[src/rtl/imem_loader_pkg.sv]
// -----------------------------------------------------------------------------
// imem_loader_pkg
// Shared types and constants for the instruction-memory loader.
//   state_t        : loader FSM states
//   HDR_BYTES      : bytes in the little-endian word-count header
//   BYTES_PER_WORD : stream bytes per 32-bit instruction word
// -----------------------------------------------------------------------------
package imem_loader_pkg;

  typedef enum logic [2:0] {
    IDLE,
    LEN0,
    LEN1,
    DATA,
    CSUM,
    DONE
  } state_t;

  localparam int HDR_BYTES      = 2;
  localparam int BYTES_PER_WORD = 4;

endpackage

[src/rtl/imem_word_assembler.sv]
// -----------------------------------------------------------------------------
// imem_word_assembler
// Collects stream bytes into little-endian 32-bit words.
// Ports:
//   clk, reset     : clock, synchronous active-high reset
//   i_clear        : synchronous clear of buffer and byte index (new load)
//   i_valid        : a byte is accepted this cycle
//   i_byte         : accepted byte
//   o_word_valid   : this cycle's byte completes a word (combinational)
//   o_word         : completed word {b3,b2,b1,b0}, valid with o_word_valid
// -----------------------------------------------------------------------------
module imem_word_assembler
  import imem_loader_pkg::*;
(
  input  logic        clk,
  input  logic        reset,
  input  logic        i_clear,
  input  logic        i_valid,
  input  logic [7:0]  i_byte,
  output logic        o_word_valid,
  output logic [31:0] o_word
);

  localparam int IDX_W = $clog2(BYTES_PER_WORD);
  localparam int BUF_W = 8 * (BYTES_PER_WORD - 1);

  logic [IDX_W-1:0] r_idx;
  logic [BUF_W-1:0] r_buf;

  // New bytes enter at the top and shift down, so after three bytes the
  // buffer already holds {b2,b1,b0} and the fourth byte lands in [31:24].
  // NOTE: sequential state uses non-blocking assignments so every flop samples
  // pre-edge values regardless of statement order.
  // NOTE: the data buffer is cleared with the index only to keep outputs
  // deterministic; its contents are never used before four fresh bytes arrive.
  always_ff @(posedge clk) begin
    if (reset || i_clear) begin
      r_idx <= '0;
      r_buf <= '0;
    end else if (i_valid) begin
      r_idx <= r_idx + IDX_W'(1);
      r_buf <= {i_byte, r_buf[BUF_W-1:8]};
    end
  end

  assign o_word_valid = i_valid && (r_idx == IDX_W'(BYTES_PER_WORD - 1));
  assign o_word       = {i_byte, r_buf};

endmodule

[src/rtl/imem_loader.sv]
// -----------------------------------------------------------------------------
// imem_loader
// Writer side of the instruction memory: receives a framed byte stream
// (2-byte LE word count N, N*4 LE instruction bytes[, checksum byte]) and
// writes words to sequential word addresses from 0 while holding the core.
// Optional feature macro: IMEM_LOADER_CHECKSUM_EN (adds CSUM state, csum_err).
// Ports:
//   clk, reset            : clock, synchronous active-high reset
//   start                 : arms a load (IDLE only)
//   in_data/in_valid      : stream byte and its valid
//   in_ready              : loader accepts a byte (state-only)
//   we_en/we_addr/we_data : instruction memory write port (word address)
//   cpu_hold              : core held for the duration of a load
//   done                  : one-cycle pulse at completion
//   overflow              : sticky, frame had more words than DEPTH
//   busy                  : not IDLE
//   csum_err              : sticky checksum mismatch (feature only)
// -----------------------------------------------------------------------------
module imem_loader
  import imem_loader_pkg::*;
#(
  parameter int DEPTH  = 256,
  parameter int ADDR_W = 8
) (
  input  logic              clk,
  input  logic              reset,
  input  logic              start,
  input  logic [7:0]        in_data,
  input  logic              in_valid,
  output logic              in_ready,
  output logic              we_en,
  output logic [ADDR_W-1:0] we_addr,
  output logic [31:0]       we_data,
  output logic              cpu_hold,
  output logic              done,
  output logic              overflow,
  output logic              busy
`ifdef IMEM_LOADER_CHECKSUM_EN
  ,
  output logic              csum_err
`endif
);

  localparam int LEN_W = 8 * HDR_BYTES;
  localparam logic [LEN_W:0] DEPTH_L = (LEN_W + 1)'(DEPTH);

`ifdef IMEM_LOADER_CHECKSUM_EN
  localparam state_t END_STATE = CSUM;
`else
  localparam state_t END_STATE = DONE;
`endif

  state_t            r_state;
  state_t            w_next;
  logic [LEN_W-1:0]  r_len;
  logic [LEN_W-1:0]  r_word_cnt;
  logic              r_we_en;
  logic [ADDR_W-1:0] r_we_addr;
  logic [31:0]       r_we_data;
  logic              r_overflow;

  logic              w_accept;
  logic              w_arm;
  logic              w_word_valid;
  logic [31:0]       w_word;
  logic              w_last_word;
  logic              w_in_range;
  logic              w_len_zero;

  assign w_accept = in_valid && in_ready;
  assign w_arm    = (r_state == IDLE) && start;

  // Widened by one bit so cnt+1 cannot wrap for N = 65535.
  assign w_last_word = ({1'b0, r_word_cnt} + (LEN_W + 1)'(1)) == {1'b0, r_len};
  assign w_in_range  = {1'b0, r_word_cnt} < DEPTH_L;
  // Header high byte is still on in_data when the N==0 decision is made.
  assign w_len_zero  = ({in_data, r_len[7:0]} == '0);

  imem_word_assembler u_asm (
    .clk          (clk),
    .reset        (reset),
    .i_clear      (w_arm),
    .i_valid      ((r_state == DATA) && w_accept),
    .i_byte       (in_data),
    .o_word_valid (w_word_valid),
    .o_word       (w_word)
  );

  // State register
  always_ff @(posedge clk) begin
    if (reset) r_state <= IDLE;
    else       r_state <= w_next;
  end

  // Next-state logic
  // NOTE: the default assignment first keeps this purely combinational;
  // any path that leaves w_next unassigned would infer a latch.
  always_comb begin
    w_next = r_state;
    case (r_state)
      IDLE:    if (start)    w_next = LEN0;
      LEN0:    if (w_accept) w_next = LEN1;
      LEN1:    if (w_accept) w_next = w_len_zero ? END_STATE : DATA;
      DATA:    if (w_word_valid && w_last_word) w_next = END_STATE;
      CSUM:    if (w_accept) w_next = DONE;
      DONE:    w_next = IDLE;
      default: w_next = IDLE;
    endcase
  end

  // State-decoded outputs
  always_comb begin
    in_ready = 1'b0;
    done     = 1'b0;
    busy     = (r_state != IDLE);
    cpu_hold = (r_state != IDLE);
    case (r_state)
      LEN0, LEN1, DATA, CSUM: in_ready = 1'b1;
      DONE:                   done     = 1'b1;
      default:                ;
    endcase
  end

  // Header, word counter and write port. Words past DEPTH are counted but
  // never written so the address cannot wrap onto loaded code.
  always_ff @(posedge clk) begin
    if (reset) begin
      r_len      <= '0;
      r_word_cnt <= '0;
      r_we_en    <= 1'b0;
      r_we_addr  <= '0;
      r_we_data  <= '0;
      r_overflow <= 1'b0;
    end else begin
      r_we_en <= 1'b0;
      if (w_arm) begin
        r_len      <= '0;
        r_word_cnt <= '0;
        r_overflow <= 1'b0;
      end
      if ((r_state == LEN0) && w_accept) r_len[7:0]  <= in_data;
      if ((r_state == LEN1) && w_accept) r_len[15:8] <= in_data;
      if (w_word_valid) begin
        r_word_cnt <= r_word_cnt + LEN_W'(1);
        if (w_in_range) begin
          r_we_en   <= 1'b1;
          r_we_addr <= r_word_cnt[ADDR_W-1:0];
          r_we_data <= w_word;
        end else begin
          r_overflow <= 1'b1;
        end
      end
    end
  end

`ifdef IMEM_LOADER_CHECKSUM_EN
  logic [7:0] r_csum;
  logic       r_csum_err;

  // Running XOR of data bytes only; header bytes are excluded.
  always_ff @(posedge clk) begin
    if (reset) begin
      r_csum     <= '0;
      r_csum_err <= 1'b0;
    end else if (w_arm) begin
      r_csum     <= '0;
      r_csum_err <= 1'b0;
    end else if (w_accept) begin
      if (r_state == DATA) r_csum <= r_csum ^ in_data;
      if ((r_state == CSUM) && (in_data != r_csum)) r_csum_err <= 1'b1;
    end
  end

  assign csum_err = r_csum_err;
`endif

  assign we_en    = r_we_en;
  assign we_addr  = r_we_addr;
  assign we_data  = r_we_data;
  assign overflow = r_overflow;

endmodule

[config.mk]
export PLATFORM = sky130hd
export DESIGN_NAME = imem_loader
export DESIGN_NICKNAME = d
export VERILOG_FILES = /design/src/rtl/imem_loader_pkg.sv /design/src/rtl/imem_word_assembler.sv /design/src/rtl/imem_loader.sv
export SDC_FILE = /design/constraint.sdc
export NUM_CORES = 1
export LEC_CHECK = 0
export BUFFER_PORTS_ARGS = -buffer_cell sky130_fd_sc_hd__buf_2
export CORE_UTILIZATION = 57
export DETAILED_ROUTE_END_ITERATION = 6
export GPL_TIMING_DRIVEN = 0
export PLACE_DENSITY = 0.79
export RECOVER_POWER = 100
export SETUP_SLACK_MARGIN = 0.05
export SLEW_MARGIN = 20
export SYNTH_ARGS = -nofsm -noshare
export SYNTH_HDL_FRONTEND = slang
export SYNTH_SLANG_ARGS = --single-unit
[constraint.sdc]
create_clock -name clk -period 2.62 [get_ports clk]
set_input_delay 0.393 -clock clk [delete_from_list [all_inputs] [get_ports clk]]
set_output_delay 0.393 -clock clk [all_outputs]
set_load 0.05 [all_outputs]
---- Yosys cells after proc, flatten, opt, wreduce, memory -nomap -nowiden ----
Index checks and enable logic that the tools add are counted.
storage, ports and cells
  bits in registers ....................... 103
  input port bits ......................... 12
  word-level logic and storage cells ...... 62
cells by class
  add/sub/neg operators ................... 3
  $lt $le $gt $ge ......................... 1
  equality and inequality tests ........... 12
  muxes and demuxes ....................... 17
  bitwise logic cells ..................... 1
  reduce and logical (&&, ||, !) cells .... 18
operators by type and width
  operator                 count
  $mux W16                 2
  $mux W3                  6
  $add A16 B1 Y17 const B  1
  $eq A17 B16 Y1           1
  $add A16 B1 Y16 const B  1
  $logic_not A16 Y1        1
  $lt A16 B9 Y1 const B    1
  $mux W8                  2
  $pmux W3 S5              1
  $ne A2 B2 Y1 const B     4
  $logic_and A1 B1 Y1      7
  $eq A3 B2 Y1 const B     2
  $eq A3 B3 Y1 const B     2
  $mux W1                  6
  $reduce_bool A2 Y1       3
  $reduce_and A5 Y1        1
  $reduce_or A4 Y1         1
  $eq A3 B1 Y1 const B     1
  $logic_not A3 Y1         1
  $reduce_bool A3 Y1       1
  $add A2 B1 Y2 const B    1
  $eq A2 B2 Y1 const B     1
  $ne A2 B1 Y1 const B     1
  $reduce_and A2 Y1        1
  3 further kinds          3

---- Longest topological paths before layout ----
Gate-level depths: netlist of the first run.
  depth in word-level cells ............... 9
  mapped depth ............................ 10
  depth with buffers taken out ............ 7

---- By module ----
Synthesis of the first run repeated with hierarchy kept, for this count alone.
second synthesis, totals
  cells, all modules ...................... 559
  area total of the unflattened synthesis .. 4613.2 sq um
modules (own cells, without submodules)
  module               instances  cells each  area an instance (sq um)  seq. area each (sq um)
  imem_loader          1          464         3573.4                    1541.5
  imem_word_assembler  1          95          1039.7                    520.5

---- Worst setup path after synthesis of the first run ----
Ideal clock, no wire load.
  path kind ............................... register -> register
  from .................................... register r_word_cnt[0]
  to ...................................... register r_state[1]
  data arrival time ....................... 1973 ps
  required time ........................... 2495 ps
  setup slack ............................. 522 ps
  cell stages (with the launch flop) ...... 8
  path buffers ............................ 0
  path through ............................ dfxtp_1 -> ha_1 -> nand3_1 -> nor3_1 -> mux2i_1 -> o211ai_1 -> nor4_2 -> o21ai_0
on the way
  longest elaborated chain between the ends .. 5
RTL lines
  element                      RTL line            RTL
  start: declaration           imem_loader.sv:56   logic [LEN_W-1:0] r_word_cnt;
  start signal: assignment     imem_loader.sv:144  r_word_cnt <= r_word_cnt + LEN_W'(1);
  $add A16 B1 Y17              imem_loader.sv:74   assign w_last_word = ({1'b0, r_word_cnt} + (LEN_W + 1)'(1)) == {1'b0, r_len};
  $eq A17 B16 Y1               imem_loader.sv:74
  $logic_and A1 B1 Y1          imem_loader.sv:104  DATA: if (w_word_valid && w_last_word) w_next = END_STATE;
  $ne A2 B1 Y1 (no line)       n/a
  $reduce_and A5 Y1 (no line)  n/a
  end signal: assignment       imem_loader.sv:92   else r_state <= w_next;
  end: declaration             imem_loader.sv:53   state_t r_state;
No other way between the ends.
A chain may end at the register's enable or synchronous reset.

---- Worst setup path after layout of the first run ----
  from .................................... register r_word_cnt[1]
  to ...................................... register r_state[1]
Same word-level chain as after synthesis.

==> results of run 1 <==
## worst max-delay path, delay by kind of cell (launching register included)
kind | cells | cell delay (ns)
AND/OR/NAND/NOR | 3 | 1.08
XOR/XNOR | 1 | 0.17
adder cells (fa/ha/maj) | 1 | 0.32
AO/OA/AOI/OAI | 2 | 0.26
flip-flops | 1 | 0.46
## layout make-up
class	count	area, um^2	area share
clock inverter	6	62.56	0.01222
multi-input combinational	431	2280	0.4452
buffer	48	217.7	0.04251
sequential	103	2063	0.4029
inverter	4	15.01	0.002932
timing repair buffer	55	217.7	0.04251
tap	102	127.6	0.02492
clock buffer	10	137.6	0.02688
## through the flow
| step | hold WS (ns) | utilization | setup slack, ns |
|---|---|---|---|
| after floorplan | 0.4321 | - | 0.5218 |
| after global placement | 0.4403 | 0.6412 | -0.04280 |
| after detailed placement | 0.4435 | 0.6412 | -0.006661 |
| after CTS | 0.3120 | 0.6686 | 0.05934 |
| after global routing | 0.2986 | 0.6627 | 0.06506 |
| final | 0.3231 | 0.6627 | 0.2026 |
## flip-flops by register name (all words and copies together), names as in the netlist
name         count
r_word_cnt      16
we_data         32
u_asm.r_buf     24
we_en            1
overflow         1
r_state          3
u_asm.r_idx      2
we_addr          8
r_len           16
## final timing paths
path	start	end	slack, ns	cells past startpoint
max	r_word_cnt[1]	r_state[1]	0.20	7
min	in_data[0]	u_asm.r_buf[16]	0.32	3
max reg2reg	r_word_cnt[1]	r_state[1]	0.20	7
min reg2reg	we_addr[5]	we_addr[5]	0.46	2
## cells by family after synthesis
| logic type | Yosys count | synth area share |
|---|---|---|
| buffers and inverters | 52 | 0.05195 |
| multiplexers | 8 | 0.01787 |
| AND/OR/NAND/NOR | 268 | 0.2644 |
| flip-flops | 103 | 0.4530 |
| adder cells (fa/ha/maj) | 2 | 0.005497 |
| AO/OA/AOI/OAI | 133 | 0.1688 |
| XOR/XNOR | 20 | 0.03848 |
## timing repair
| item | in CTS | in global routing |
|---|---|---|
| gates resized for setup | 2 | 4 |
| setup endpoints to repair | 2 | 2 |
| hold buffers | 0 | 0 |
| pin swaps | 0 | 1 |
## placed cells by master, fill, tap and decap left out, drive strengths merged, types with 2 or more instances in the layout
cell | netlist | layout
o21ai | 14 | 14
a21oi | 82 | 82
a31oi | 3 | 3
mux2i | 7 | 7
a2111oi | 2 | 2
a311oi | 2 | 2
or3 | 4 | 4
clkbuf | 21 | 82
xor2 | 5 | 5
nor2 | 50 | 50
nor4 | 12 | 12
nand3b | 2 | 2
clkinv | 0 | 3
nand3 | 10 | 10
dfxtp | 103 | 103
and2 | 5 | 5
and3 | 2 | 2
nor3 | 10 | 10
a22oi | 18 | 18
nand2b | 3 | 3
inv | 4 | 7
nand2 | 158 | 158
nor2b | 3 | 3
nand4 | 5 | 5
buf | 27 | 31
ha | 2 | 2
o31ai | 2 | 2
xnor2 | 15 | 15
## metal layers
| metal | vias to the layer above | global-route usage | wire length, um |
|---|---|---|---|
| met4 | 0 | 0.08730 | 184 |
| li1 | 2119 | - | - |
| met3 | 22 | 0.06700 | 868 |
| met2 | 162 | 0.4287 | 5083 |
| met5 | - | 0 | 0 |
| met1 | 1979 | 0.3834 | 5264 |
## power groups by stage
stage / Sequential, W / Combinational, W / Clock, W
after floorplan: 0.00163 / 0.000266 / 0
after global placement: 0.00164 / 0.000349 / 0
after detailed placement: 0.00164 / 0.000356 / 0
after CTS: 0.00160 / 0.000357 / 0.000997
after global routing: 0.00161 / 0.000388 / 0.00107
final: 0.00160 / 0.000357 / 0.000980
==> impl_results.md, run 1 <==
- Overflow after GRT: 0
- Global-route usage over all layers: 0.2780
- Switching pwr: 0.0008626 W
- Post-CTS setup buffer count: 0
- Core Area: 7727 um^2
- Die ar.: 8347 um^2
- Combinational group share of total power: 0.121
- Initial antenna violation count: 0
- Number of global-route vias before repair: 3808
- RSZ-0062 raised after global routing: false
- Post-synth top area share: 0.4530
- Worst EP required: 2.87 ns
- PwrDens: 574.4 nW/um^2
- Final Setup Violations: 0
- Pin count of the biggest net entering global routing: 20
- Yosys warnings: 0
- Post-Layout Cell Count: 759
- Clk Tree Root Cell: clkbuf_8
- Synth cell count leaders: 158 x nand2_1, 103 x dfxtp_1, 82 x a21oi_1
- Synthesized area: 4552 um^2
- Clock Power Share: 0.333
- Row count: 32
- MaxCap Viol Count: 0
- Residual DRC: 0
- Worst-path clk slew: 0.11 ns
- Final WL: 11400 um
- Fraction of layout cells with a size suffix above 1: 0.08828
- Iteration-0 DRC count of the detailed router: 318
- Yosys cell types: 50
- Crit share post-route: 0.9227
- Ys flop type: dfxtp_1
- Top cells by area, synth: dfxtp_1 45%, nand2_1 13%, a21oi_1 9.0%
- Hpwl dp: 8284 um
- Num CTS Buffers: 9
- Die Span X: 91.36 um
- Arrival time worst endpoint: 2.66 ns
- Avg WL per Cell: 15.02 um
- I/O Buffers: 55
- Leading area contributor after synthesis: dfxtp_1
- Crit-path slowest cell: dfxtp_1
- Crit Path Category: register to register
- H-tree Lvls: 3
- Outcome: completed
- Die span in y: 91.36 um
- Post-synth EDFFs: 0
- CP peak stage delay: 0.46 ns
- Critical path cell sequence: ha_1, nand3_2, nor4_4, xnor2_1, o211ai_1, nor4_2, o21ai_0
- First-pass GRT wire length: 18350 um
- Number of diodes: 0
- Dpl cells: 743
- Slew margin rel.: 0.3659
- Placed cell area: 4955 um^2
- Fill cells: 712
- Synthesized instance count: 586
- Routed Antenna Nets: 0
- Fin area: 5121 um^2
- Sw Ratio: 0.2932
- Seq cells post-synth: 103
- Sequential fraction of the synthesis area: 0.4530
- Min cycle time layout: 2.417 ns
- Most frequent cell after synthesis: nand2_1
- Power consumption: 0.002942 W
- RD Place Congestion: 0.9324
- Ys async rst share: 0
- Via count: 4282
- HP Class: primary input to register
- CTS Sinks: 103
- Clock latency on the worst-skew pair: 0.37 ns
- First-pass iteration count of the detailed router: 5
- Worst Setup End Kind: register
- Syn Area/Cell: 7.768 um^2
- Worst Max-Slew Pin Slew: 0.9439 ns
- Critical Path Start Type: register
- Setup TNS: 0 ns
- FMAX: 413.7 MHz
- Crit-path max FO: 8
- CTS tree: built
- Max-slew violations: 0
- Seq pwr share: 0.545
- CTS Buffer Depth: 2
- Via/cell ratio: 5.642
- Layout net count: 666
- VDD IR max: 0.0003334 V
- Initial core utilization: 0.5891
- Final hold vios: 0
- I/O pin count: 58
- Post-synth net total: 600
- Setup Skew: 0.009987 ns
- Leakage: 1.788 nW
- Int Power: 0.002079 W
- Area Overhead vs Synth: 12.51%
(Power assumes the default switching activity.)
==> inputs of run 2 (changes only) <==
ABC_AREA = 1   (was default)
==> run 2 against run 1 <==
Utilization fell by 0.58 points. Largest cell class unchanged. Critical endpoint unchanged. Maximum frequency rose by 5.7%. Synthesized cell count rose by 11%.
==> impl_results.md, run 2 <==
- Hold Buf Count CTS: 0 (unchanged)
- Leakage: 1.920 nW (was 1.788 nW)
- Row count: 32 (unchanged)
- Ys flop type: dfxtp_1 (unchanged)
- Sequential fraction of the synthesis area: 0.4555 (was 0.4530)
- Critical path cell sequence: nand2_1, nor2_4, nand2_1, nor2_1, buf_6, nand3_2, nor2_1, nand3_1, nor2_1, nand3_1, nand2_2, nand3_1, nand2_1, nor2_1 (was ha_1, nand3_2, nor4_4, xnor2_1, o211ai_1, nor4_2, o21ai_0)
- Max-slew violations: 0 (unchanged)
- MaxCap Viol Count: 0 (unchanged)
- First-pass GRT wire length: 19130 um (was 18350 um)
- Fraction of layout cells with a size suffix above 1: 0.06077 (was 0.08828)
- Post-synth top area share: 0.4555 (was 0.4530)
- H-tree Lvls: 3 (unchanged)
- Seq pwr share: 0.491 (was 0.545)
- Commonest non-fill, non-tap cell in the layout: nand2_1 (unchanged)
- Via/cell ratio: 5.379 (was 5.642)
- Synthesized area: 4527 um^2 (was 4552 um^2)
- Pre-CTS setup slack: 0.4809 ns (was -0.006661 ns)
- Yosys cell types: 33 (was 50)
- CTS tree: built (unchanged)
- Via count: 4443 (was 4282)
- Initial core utilization: 0.5889 (was 0.5891)
- VDD IR max: 0.0008287 V (was 0.0003334 V)
- Top delay family on crit path: simple AND/OR/NAND/NOR gates (unchanged)
- Hpwl dp: 8706 um (was 8284 um)
- Critical Path Start Type: register (unchanged)
- Leading area contributor after synthesis: dfxtp_1 (unchanged)
- Synth cell count leaders: 154 x nand2_1, 103 x dfxtp_1, 103 x nor2_1 (was 158 x nand2_1, 103 x dfxtp_1, 82 x a21oi_1)
- Seq cells post-synth: 103 (unchanged)
- Sw Ratio: 0.3538 (was 0.2932)
- Crit Path Category: register to register (unchanged)
- Most frequent cell after synthesis: nand2_1 (unchanged)
- RSZ-0062 raised after global routing: false (unchanged)
- CTS Sinks: 103 (unchanged)
- Crit-path slowest cell: dfxtp_1 (unchanged)
- Pin count of the biggest net entering global routing: 21 (was 20)
- Min cycle time layout: 2.288 ns (was 2.417 ns)
- Worst path bufs/invs: 1 (was 0)
- Critical Path Source: r_state[1] (was r_word_cnt[1])
- Post-CTS setup buffer count: 0 (unchanged)
- Most numerous cell on the critical path: nor2_1
- CP peak stage delay: 0.42 ns (was 0.46 ns)
- Power consumption: 0.003367 W (was 0.002942 W)
- Yosys warnings: 0 (unchanged)
- Core Area: 7687 um^2 (was 7727 um^2)
- RR Startpoint: r_state[1] (was r_word_cnt[1])
- Residual DRC: 0 (unchanged)
- Die Span X: 91.12 um (was 91.36 um)
- Placed cell area: 4930 um^2 (was 4955 um^2)
- I/O Buffers: 55 (unchanged)
- Max reg flops: 32 (unchanged)
- Fin worst setup slack: 0.3319 ns (was 0.2026 ns)
- Fill cells: 731 (was 712)
- Post-synth net total: 667 (was 600)
- Worst Max-Slew Pin Slew: 0.5969 ns (was 0.9439 ns)
- Ys async rst share: 0 (unchanged)
- Most frequent cells in the layout: 156 x nand2_1, 104 x nor2_1, 103 x dfxtp_1 (was 158 x nand2_1, 102 x dfxtp_1, 82 x a21oi_1)
- Num CTS Buffers: 9 (unchanged)
- Avg WL per Cell: 13.97 um (was 15.02 um)
- RD Place Congestion: 0.9604 (was 0.9324)
- HP Class: primary input to register (unchanged)
- Post-synth EDFFs: 0 (unchanged)
- Fin area: 5050 um^2 (was 5121 um^2)
- Syn Area/Cell: 6.932 um^2 (was 7.768 um^2)
- CTS resizes: 0 (was 2)
- Crit-path max FO: 10 (was 8)
- Number of global-route vias before repair: 3977 (was 3808)
- Worst Setup End Kind: register (unchanged)
- Crit share post-route: 0.8733 (was 0.9227)
- Arrival time worst endpoint: 2.57 ns (was 2.66 ns)
- I/O pin count: 58 (unchanged)
- Number of diodes: 0 (unchanged)
- Final core utilization: 0.6569 (was 0.6627)
- Worst-path clk slew: 0.11 ns (about the same)
- Clock Power Share: 0.300 (was 0.333)
- Setup TNS: 0 ns (unchanged)
- Clock latency on the worst-skew pair: 0.38 ns (was 0.37 ns)
- Die ar.: 8302 um^2 (was 8347 um^2)
- Routed Antenna Nets: 0 (unchanged)
- Clk Tree Root Cell: clkbuf_8 (unchanged)
- Iteration-0 DRC count of the detailed router: 324 (was 318)
- Top cells by area, synth: dfxtp_1 46%, nand2_1 13%, nor2_1 8.5% (was dfxtp_1 45%, nand2_1 13%, a21oi_1 9.0%)
- Overflow after GRT: 0 (unchanged)
- PwrDens: 666.7 nW/um^2 (was 574.4 nW/um^2)
- FMAX: 437.1 MHz (was 413.7 MHz)
- Hold path startpoint: in_data[2] (was in_data[0])
- Combinational group share of total power: 0.210 (was 0.121)
- Outcome: completed (unchanged)
- Int Power: 0.002176 W (was 0.002079 W)
- Layout net count: 733 (was 666)
- Global-route usage over all layers: 0.2895 (was 0.2780)
- Final Setup Violations: 0 (unchanged)
- Worst EP required: 2.90 ns (was 2.87 ns)
- Synthesized instance count: 653 (was 586)
- Die span in y: 91.12 um (was 91.36 um)
- Slew margin rel.: 0.5990 (was 0.3659)
- CTS Buffer Depth: 2 (unchanged)
- Switching pwr: 0.001191 W (was 0.0008626 W)
- First-pass iteration count of the detailed router: 5 (unchanged)
- Setup Skew: 0.01463 ns (was 0.009987 ns)
- Worst R2R Setup Slack: 0.33 ns (was 0.20 ns)
- Final hold vios: 0 (unchanged)
- Area Overhead vs Synth: 11.55% (was 12.51%)
- Final WL: 11540 um (was 11400 um)
- Initial antenna violation count: 0 (unchanged)
## run 2: cell count changes in the layout (fill, tap and decap cells not counted), sizes merged, moves of 8 or more
cell	delta
inv	+59
nor2	+58
nand3	+38
o21ai	+30
a21oi	-21
a22oi	-18
buf	-14
xnor2	-14
o22ai	+11
clkbuf	-8
nor4	-8
## run 2: power by group through the flow
stage | Clock (W) | Sequential (W) | Combinational (W)
after floorplan | 0 | 0.00168 | 0.000553
final | 0.00101 | 0.00165 | 0.000706
after CTS | 0.00101 | 0.00165 | 0.000717
after global routing | 0.00106 | 0.00166 | 0.000781
after global placement | 0 | 0.00169 | 0.000698
after detailed placement | 0 | 0.00169 | 0.000713
## run 2: layer usage
layer | wire length [um] | vias up | GRT usage
met5 | 0 | - | 0
met4 | 158 | 0 | 0.08069
met3 | 709 | 16 | 0.03936
met2 | 5025 | 134 | 0.4545
met1 | 5644 | 2056 | 0.4165
li1 | - | 2237 | -
## run 2: worst paths after layout
check	endpoint	cells after the start
min	u_asm.r_buf[18]	3
max	r_state[1]	14
min reg2reg	u_asm.r_buf[4]	2
max reg2reg	r_state[1]	14
## run 2: cell families after synthesis
group | synth area share
compound gates | 0.1382
xor+xnor | 0.01078
fa+ha+maj | 0.005527
buf+inv | 0.08043
flops | 0.4555
simple gates | 0.3096
## run 2: tightest hold or removal path, stage by stage
cell and delay (ns):
buf_2 0.12, nand2_1 0.06, a21oi_1 0.05
## run 2: final cells by class
type,count,area [um^2],area share
Tap cell,102,127.6,0.02527
Inverter,65,244.0,0.04832
Multi-Input combinational cell,458,2083,0.4125
Timing Repair Buffer,55,217.7,0.04311
Buffer,27,117.6,0.02329
Sequential cell,103,2062,0.4083
Clock inverter,7,73.82,0.01462
Clock buffer,9,123.9,0.02453
## run 2: through the flow
stage | hold WS (ns) | cells
finish | 0.2896 | 826
global route | 0.2886 | 826
CTS | 0.2878 | 826
detailed placement | 0.4553 | 810
global placement | 0.4534 | 810
floorplan | 0.4419 | 653
